`src/rtl/ping_pong_merger.sv`:
```
// Receive-side ping-pong merger: drains whole packet groups alternately from two
// 512-bit AXI-Stream inputs into one registered output stream, starting with input 0.
module ping_pong_merger (
  input  logic         clk,
  input  logic         reset,

  input  logic [511:0] AXIS_IN0_TDATA,
  input  logic         AXIS_IN0_TLAST,
  input  logic         AXIS_IN0_TVALID,
  output logic         AXIS_IN0_TREADY,

  input  logic [511:0] AXIS_IN1_TDATA,
  input  logic         AXIS_IN1_TLAST,
  input  logic         AXIS_IN1_TVALID,
  output logic         AXIS_IN1_TREADY,

  output logic [511:0] AXIS_OUT_TDATA,
  output logic         AXIS_OUT_TLAST,
  output logic         AXIS_OUT_TVALID,
  input  logic         AXIS_OUT_TREADY,

  input  logic [15:0]  PACKET_SIZE,
  input  logic [31:0]  PACKETS_PER_GROUP,
  input  logic         CLEAR_ERROR,
  output logic         TLAST_ERROR,
  output logic         INPUT_SELECT
);

  logic [7:0]   cpp;
  logic [31:0]  ppg;
  logic [7:0]   beat_count;
  logic [31:0]  packet_count;
  logic         input_select;
  logic         out_valid;
  logic         out_last;
  logic [511:0] out_data;
  logic         tlast_error;

  logic [511:0] sel_data;
  logic         sel_last;
  logic         sel_valid;
  logic         sel_ready;
  logic         accept;
  logic         last_beat;

  // Only bits [13:6] of the byte count matter: beats of 64 bytes, at most 255 per packet.
  logic unused_size_bits;
  assign unused_size_bits = ^{PACKET_SIZE[15:14], PACKET_SIZE[5:0]};

  assign cpp = (PACKET_SIZE[13:6] == 8'd0) ? 8'd1 : PACKET_SIZE[13:6];
  assign ppg = (PACKETS_PER_GROUP == 32'd0) ? 32'd1 : PACKETS_PER_GROUP;

  assign sel_data  = input_select ? AXIS_IN1_TDATA  : AXIS_IN0_TDATA;
  assign sel_last  = input_select ? AXIS_IN1_TLAST  : AXIS_IN0_TLAST;
  assign sel_valid = input_select ? AXIS_IN1_TVALID : AXIS_IN0_TVALID;

  // Single output register without skid buffer: accept only when empty or draining.
  assign sel_ready = (~out_valid | AXIS_OUT_TREADY) & ~reset;
  assign accept    = sel_valid & sel_ready;
  assign last_beat = (beat_count == cpp);

  assign AXIS_IN0_TREADY = ~input_select & sel_ready;
  assign AXIS_IN1_TREADY =  input_select & sel_ready;

  assign AXIS_OUT_TDATA  = out_data;
  assign AXIS_OUT_TLAST  = out_last;
  assign AXIS_OUT_TVALID = out_valid;
  assign TLAST_ERROR     = tlast_error;
  assign INPUT_SELECT    = input_select;

  // NOTE: the data register is reset too, so the output bus reads zero throughout reset.
  always_ff @(posedge clk or posedge reset) begin
    if (reset) begin
      out_valid <= 1'b0;
      out_last  <= 1'b0;
      out_data  <= '0;
    end else if (accept) begin
      out_valid <= 1'b1;
      out_last  <= last_beat;
      out_data  <= sel_data;
    end else if (AXIS_OUT_TREADY) begin
      out_valid <= 1'b0;
    end
  end

  // NOTE: state uses non-blocking assignments so every block sees pre-edge values.
  always_ff @(posedge clk or posedge reset) begin
    if (reset) begin
      beat_count   <= 8'd1;
      packet_count <= 32'd1;
      input_select <= 1'b0;
    end else if (accept) begin
      if (last_beat) begin
        beat_count <= 8'd1;
        if (packet_count < ppg) begin
          packet_count <= packet_count + 32'd1;
        end else begin
          packet_count <= 32'd1;
          input_select <= ~input_select;
        end
      end else begin
        beat_count <= beat_count + 8'd1;
      end
    end
  end

  // Clear wins over a same-cycle mismatch; the flag never stalls the data path.
  always_ff @(posedge clk or posedge reset) begin
    if (reset) begin
      tlast_error <= 1'b0;
    end else if (CLEAR_ERROR) begin
      tlast_error <= 1'b0;
    end else if (accept && (sel_last != last_beat)) begin
      tlast_error <= 1'b1;
    end
  end

endmodule

```
`config.mk`:
```
export PLATFORM = sky130hd
export DESIGN_NAME = ping_pong_merger
export DESIGN_NICKNAME = d
export VERILOG_FILES = /design/src/rtl/ping_pong_merger.sv
export SDC_FILE = /design/constraint.sdc
export NUM_CORES = 1
export LEC_CHECK = 0
export CAP_MARGIN = 25
export CORE_AREA = 4 4 622 624
export DETAILED_ROUTE_END_ITERATION = 10
export DIE_AREA = 0 0 626 628
export GPL_TIMING_DRIVEN = 0
export SYNTH_ARGS = -nofsm -noshare
export SYNTH_HDL_FRONTEND = slang
export SYNTH_SLANG_ARGS = --single-unit
```
`constraint.sdc`:
```
create_clock -name clk -period 66 [get_ports clk]
set_input_delay 13.2 -clock clk [delete_from_list [all_inputs] [get_ports clk]]
set_output_delay 13.2 -clock clk [all_outputs]
set_load 0.005 [all_outputs]
```
# --- Yosys cells after proc, flatten, opt, wreduce, memory -nomap -nowiden ---
# Index checks and enable logic that the tools add are counted.
word_totals:
  romBits: 0
  wordCells: 39
  latchBits: 0
  in_bits: 1080
  out_inout_bits: 518
  n_memories: 0
  ramBits: 0
  register_bits: 556
op_classes:
  multipliers: 0
  n_addsub: 2
  order_cmp: 1
  shifts: 0
  bitwise: 9
  reduce_logical: 7
  muxes: 11
  eq_ne: 2
  n_div: 0
ops:
  columns: ["op", "count"]
  rows:
  - ["$mux W512", 1]
  - ["$mux W32", 2]
  - ["$add A32 B1 Y32 const B", 1]
  - ["$logic_not A32 Y1", 1]
  - ["$lt A32 B32 Y1", 1]
  - ["$mux W8", 2]
  - ["$add A8 B1 Y8 const B", 1]
  - ["$eq A8 B8 Y1", 1]
  - ["$logic_not A8 Y1", 1]
  - ["$mux W1", 6]
  - ["$and A1 B1 Y1", 4]
  - ["$not A1 Y1", 4]
  - ["$reduce_bool A2 Y1", 2]
  - ["$reduce_and A3 Y1", 1]
  - ["$reduce_and A2 Y1", 1]
  - ["$logic_and A1 B1 Y1", 1]
  - ["$ne A1 B1 Y1", 1]
  - ["$or A1 B1 Y1", 1]

# --- Depth between registers and ports, before layout ---
logic_depth:
  word_depth: 7
  mapped_depth: 10
  mapped_depth_nobuf: 9

# --- Worst setup path after synthesis ---
# Ideal clock, no wire load.
synth_path:
  path_type: "input port to output port"
  from: "input port reset"
  to: "output port AXIS_IN1_TREADY"
  path_slack_ps: 26933
  stages: 2
  arrival_time_ps: 25867
  required_ps: 52800
  n_path_buf: 0
  cell_sequence: "inv_1 -> and3_1"
synth_between:
  elab_chain_len: 3
synth_rtl:
  columns: ["item", "line", "rtl"]
  rows:
  - ["start, declared", "5", "input logic reset,"]
  - ["$not A1 Y1", "58", "assign sel_ready = (~out_valid | AXIS_OUT_TREADY) & ~reset;"]
  - ["$and A1 B1 Y1", "58", null]
  - ["$and A1 B1 Y1", "63", "assign AXIS_IN1_TREADY = input_select & sel_ready;"]
  - ["end, declared", "15", "output logic AXIS_IN1_TREADY,"]
# Every way passes these cells.

# --- Final worst setup path ---
layout_path:
  from: "input port reset"
  to: "output port AXIS_IN0_TREADY"
layout_between:
  elab_chain_len: 3
layout_rtl:
  columns: ["item", "line", "rtl"]
  rows:
  - ["$not A1 Y1", "58", null]
  - ["$and A1 B1 Y1", "58", null]
  - ["$and A1 B1 Y1", "62", "assign AXIS_IN0_TREADY = ~input_select & sel_ready;"]
  - ["end, declared", "10", "output logic AXIS_IN0_TREADY,"]
# Every way passes these cells.

==> summary.md <==
| Metric | Value |
|---|---|
| Status | `completed` |
| Clock Power Share | `38.1%` |
| PD cells | `24.5 nW/um^2` |
| Number of gates resized after CTS | `0` |
| Peak fanout along the critical path | `86` |
| Top cells by area, synth | `dfrtp_1, mux2i_1, o21ai_0` |
| Met1 Usage GRT | `between 10% and 20%` |
| Clk_lat worst skew | `about 800 ps` |
| I/O Buffers | `between 1500 and 2000` |
| Clock tree root buffer cell | `clkbuf_16` |
| Yosys warning count | `0` |
| DIE AREA | `a little under 400000 um^2` |
| Slew Viols, Final | `0` |
| Max Clock Skew | `about 53 ps` |
| # IOs | `1598` |
| #FFs+latches synth | `roughly 560` |
| Dominant synthesized flop cell | `dfrtp_1` |
| Final nets | `about 5400` |
| Share of layout cells above drive strength 1 | `5.68%` |
| DR pass1 iterations | `5` |
| CP Class | `in2out` |
| Post-synthesis cell count | `roughly 2600` |
| Setup-failing EPs final | `0` |
| Post-synth EDFFs | `0` |
| # Post-CTS Setup Buffers | `0` |
| Clock slew at reported path FFs | `approximately 50 ps` |
| Synth top area share | `a little over half` |
| Drt first-iter violations | `between 2000 and 2500` |
| Row count | `227` |
| Sw Share | `approximately a third` |
| Startpoint type of the worst setup path | `input pin` |
| GRT Resource Usage Total | `~17%` |
| Post-Synth Adder-Cell Area | `under 10%` |
| CTS tree | `yes` |
| Total of max-cap violations | `0` |
| Clock tree buffer depth | `4` |
| DR vias/cell | `3.11` |
| Total CTS buffers | `89` |
| H-Tree Depth | `3` |
| Synth area leader | `dfrtp_1` |
| Net Count, Synth | `about 3700` |
| First-pass GRT wire length | `between 400000 and 500000 um` |
| Mux share of post-synthesis cell area | `19.5%` |
| Crit path cell chain | `clkdlybuf4s50_1, inv_8, buf_16, buf_16, nand2_1, nor2_1, clkdlybuf4s50_1` |
| Hold-fix buffers, CTS | `0` |
| WL final | `~350000 um` |
| Compound-Gate Fraction of Synth Area | `between 10% and 20%` |
| Die width | `roughly 630 um` |
| Pleak | `between 0.015 and 0.02 uW` |
| NetSw | `about 440 uW` |
| Initial core utilization | `6.92%` |
| Synth Area in Simple Gates | `a little over a tenth` |
| Initial antenna violation count | `roughly 360` |
| Power share of the combinational group | `28.4%` |
| Xor and xnor fraction of the mapped netlist area | `1.16%` |
| Main combinational cell family by area after synthesis | `multiplexers` |
| Setup TNS | `0 ps` |
| RSZ-0062 raised after global routing | `false` |
| Final HPWL DP | `about 320000 um` |
| Fmax | `approximately 34 MHz` |
| Gp weighted congestion | `0.986` |
| DIE HEIGHT | `628 um` |
| Largest net degree at the start of global routing | `between 100 and 150` |
| CP max stage delay | `between 600 and 700 ps` |
| DR vias | `29600` |
| Final Util | `between 10 and 15%` |
| Max VDD drop | `~0.000015 V` |
| Crit share post-route | `44.5%` |
| Synth Area per Inst | `10.1 um^2` |
| Post-synth ARST share | `100%` |
| Grt ovf | `0` |
| Detail Route Antenna Nets | `0` |
| Setup crit end kind | `output port` |
| Met3 usage | `a little under a tenth` |
| Core area | `roughly 380000 um^2` |
| GR peak layer | `met2` |
| Register area share after synthesis | `52.7%` |
| Hold Fails Final Rpt | `0` |
| Vias in the first global route | `28400` |
| Sequential share of power | `33.5%` |
| Global Route met2 Usage | `~29%` |
| Worst Max-Slew Pin Slew | `1190 ps` |
| Internal power | `~840 uW` |
| Count of different cell masters after synthesis | `between 40 and 50` |
| CP required | `roughly 53000 ps` |
| WL/cell | `36.9 um` |
| DRC Markers | `0` |
| Minimum clock period | `between 20000 and 30000 ps` |
| CP arrival | `around 16000 ps` |
| Slew headroom | `a little under a fifth` |
| Mapped Area | `26400 um^2` |
| Slowest-stage cell, CP | `clkdlybuf4s50_1` |
| # clock sinks | `approximately 560` |
| Area delta synth->final | `98.0%` |
| Filler cell count | `43200` |
| Commonest cells after routing, fill and taps aside | `clkdlybuf4s50_1, nand2_1, dfrtp_1` |
| Hold Path Class | `reg2reg` |
| Commonest non-fill, non-tap cell in the layout | `clkdlybuf4s50_1` |
metrics by stage:
stage / instances / power [uW] / worst slack, ps / hold WS [ps] / area [um^2]
global route: 9459 / 1340 / 36360 / 497 / 52100
detailed placement: 9268 / 807 / 36460 / 469 / 49200
global placement: 9234 / 804 / 17630 / 462 / 48600
finish: 9516 / 1280 / 36610 / 474 / 52300
floorplan: 2607 / 491 / 26930 / 471 / 26400
CTS: 9422 / 1310 / 36440 / 482 / 52000
critical path: cells and delay by family:
| kind | cells | cell delay (ps) |
|---|---|---|
| simple gates | 2 | 360 |
| buf+inv | 5 | 2320 |
sequential cells by signal, indices dropped and copies added, names as in the netlist:
name             cells
AXIS_OUT_TDATA     512
packet_count        32
beat_count           8
AXIS_OUT_TLAST       1
AXIS_OUT_TVALID      1
INPUT_SELECT         1
TLAST_ERROR          1
cell families (layout without fill, tap and decap cells):
logic type | count (synthesis) | in the layout
XOR/XNOR | 35 | 35
multiplexers | 515 | 515
AND/OR/NAND/NOR | 680 | 680
flip-flops | 556 | 556
other | 0 | 93
adder cells (fa/ha/maj) | 33 | 33
buffers and inverters | 217 | 1995
AO/OA/AOI/OAI | 571 | 571
cells in the mapped netlist, types with 2 or more instances:
master       n
a211oi_1     3
a21oi_1     15
and2_1       2
and3_1       7
and4_1       3
buf_1        3
buf_2       53
clkbuf_1   125
dfrtp_1    554
dfstp_2      2
ha_1        33
inv_1       36
mux2i_1    513
nand2_1    557
nand3_1     17
nand4_1     17
nor2_1      36
nor2_2       5
nor2b_1      2
nor3_1       8
nor4_1      15
nor4_4       2
o2111ai_1    3
o211ai_1     7
o21ai_0    530
o21ai_1      2
o221ai_1     2
o22ai_1      4
or3_1        2
xnor2_1     11
xor2_1      24
power by group through the flow:
stage / combinational, uW / sequential, uW / clock, uW
final: 364 / 428 / 487
after global placement: 372 / 432 / 0
after CTS: 376 / 428 / 510
after detailed placement: 374 / 433 / 0
after global routing: 387 / 434 / 517
after floorplan: 60.2 / 431 / 0
worst paths after layout:
kind / start / end / slack [ps] / cells after the start
worst min register to register: AXIS_OUT_TDATA[102]$_DFFE_PP0P_ / AXIS_OUT_TDATA[102]$_DFFE_PP0P_ / 470 / 2
worst min-delay path: AXIS_OUT_TDATA[102]$_DFFE_PP0P_ / AXIS_OUT_TDATA[102]$_DFFE_PP0P_ / 470 / 2
min in group asynchronous: reset / beat_count[7]$_DFFE_PP0P_ / 12840 / 2
max in group asynchronous: reset / AXIS_OUT_TDATA[39]$_DFFE_PP0P_ / 51020 / 5
worst max register to register: INPUT_SELECT$_DFFE_PP0P_ / AXIS_OUT_TDATA[191]$_DFFE_PP0P_ / 61910 / 9
worst max-delay path: reset / AXIS_IN0_TREADY / 36610 / 7
routing by layer:
metal | up-vias | routed length, um
met5 | - | 902
li1 | 12600 | -
met2 | 1820 | 164000
met3 | 644 | 44300
met4 | 142 | 9480
met1 | 14400 | 133000
area by class of cell:
cell class	count	area [um^2]	share of cell area, %
Timing Repair Buffer	1624	16500	31.5
Sequential cell	556	13900	26.6
Multi-Input combinational cell	1834	11600	22.2
Tap cell	5038	6300	12.1
Clock buffer	118	2450	4.68
Buffer	181	756	1.45
Clock inverter	36	387	0.740
Antenna cell	93	233	0.445
Inverter	36	143	0.273
(Power assumes the default switching activity.)
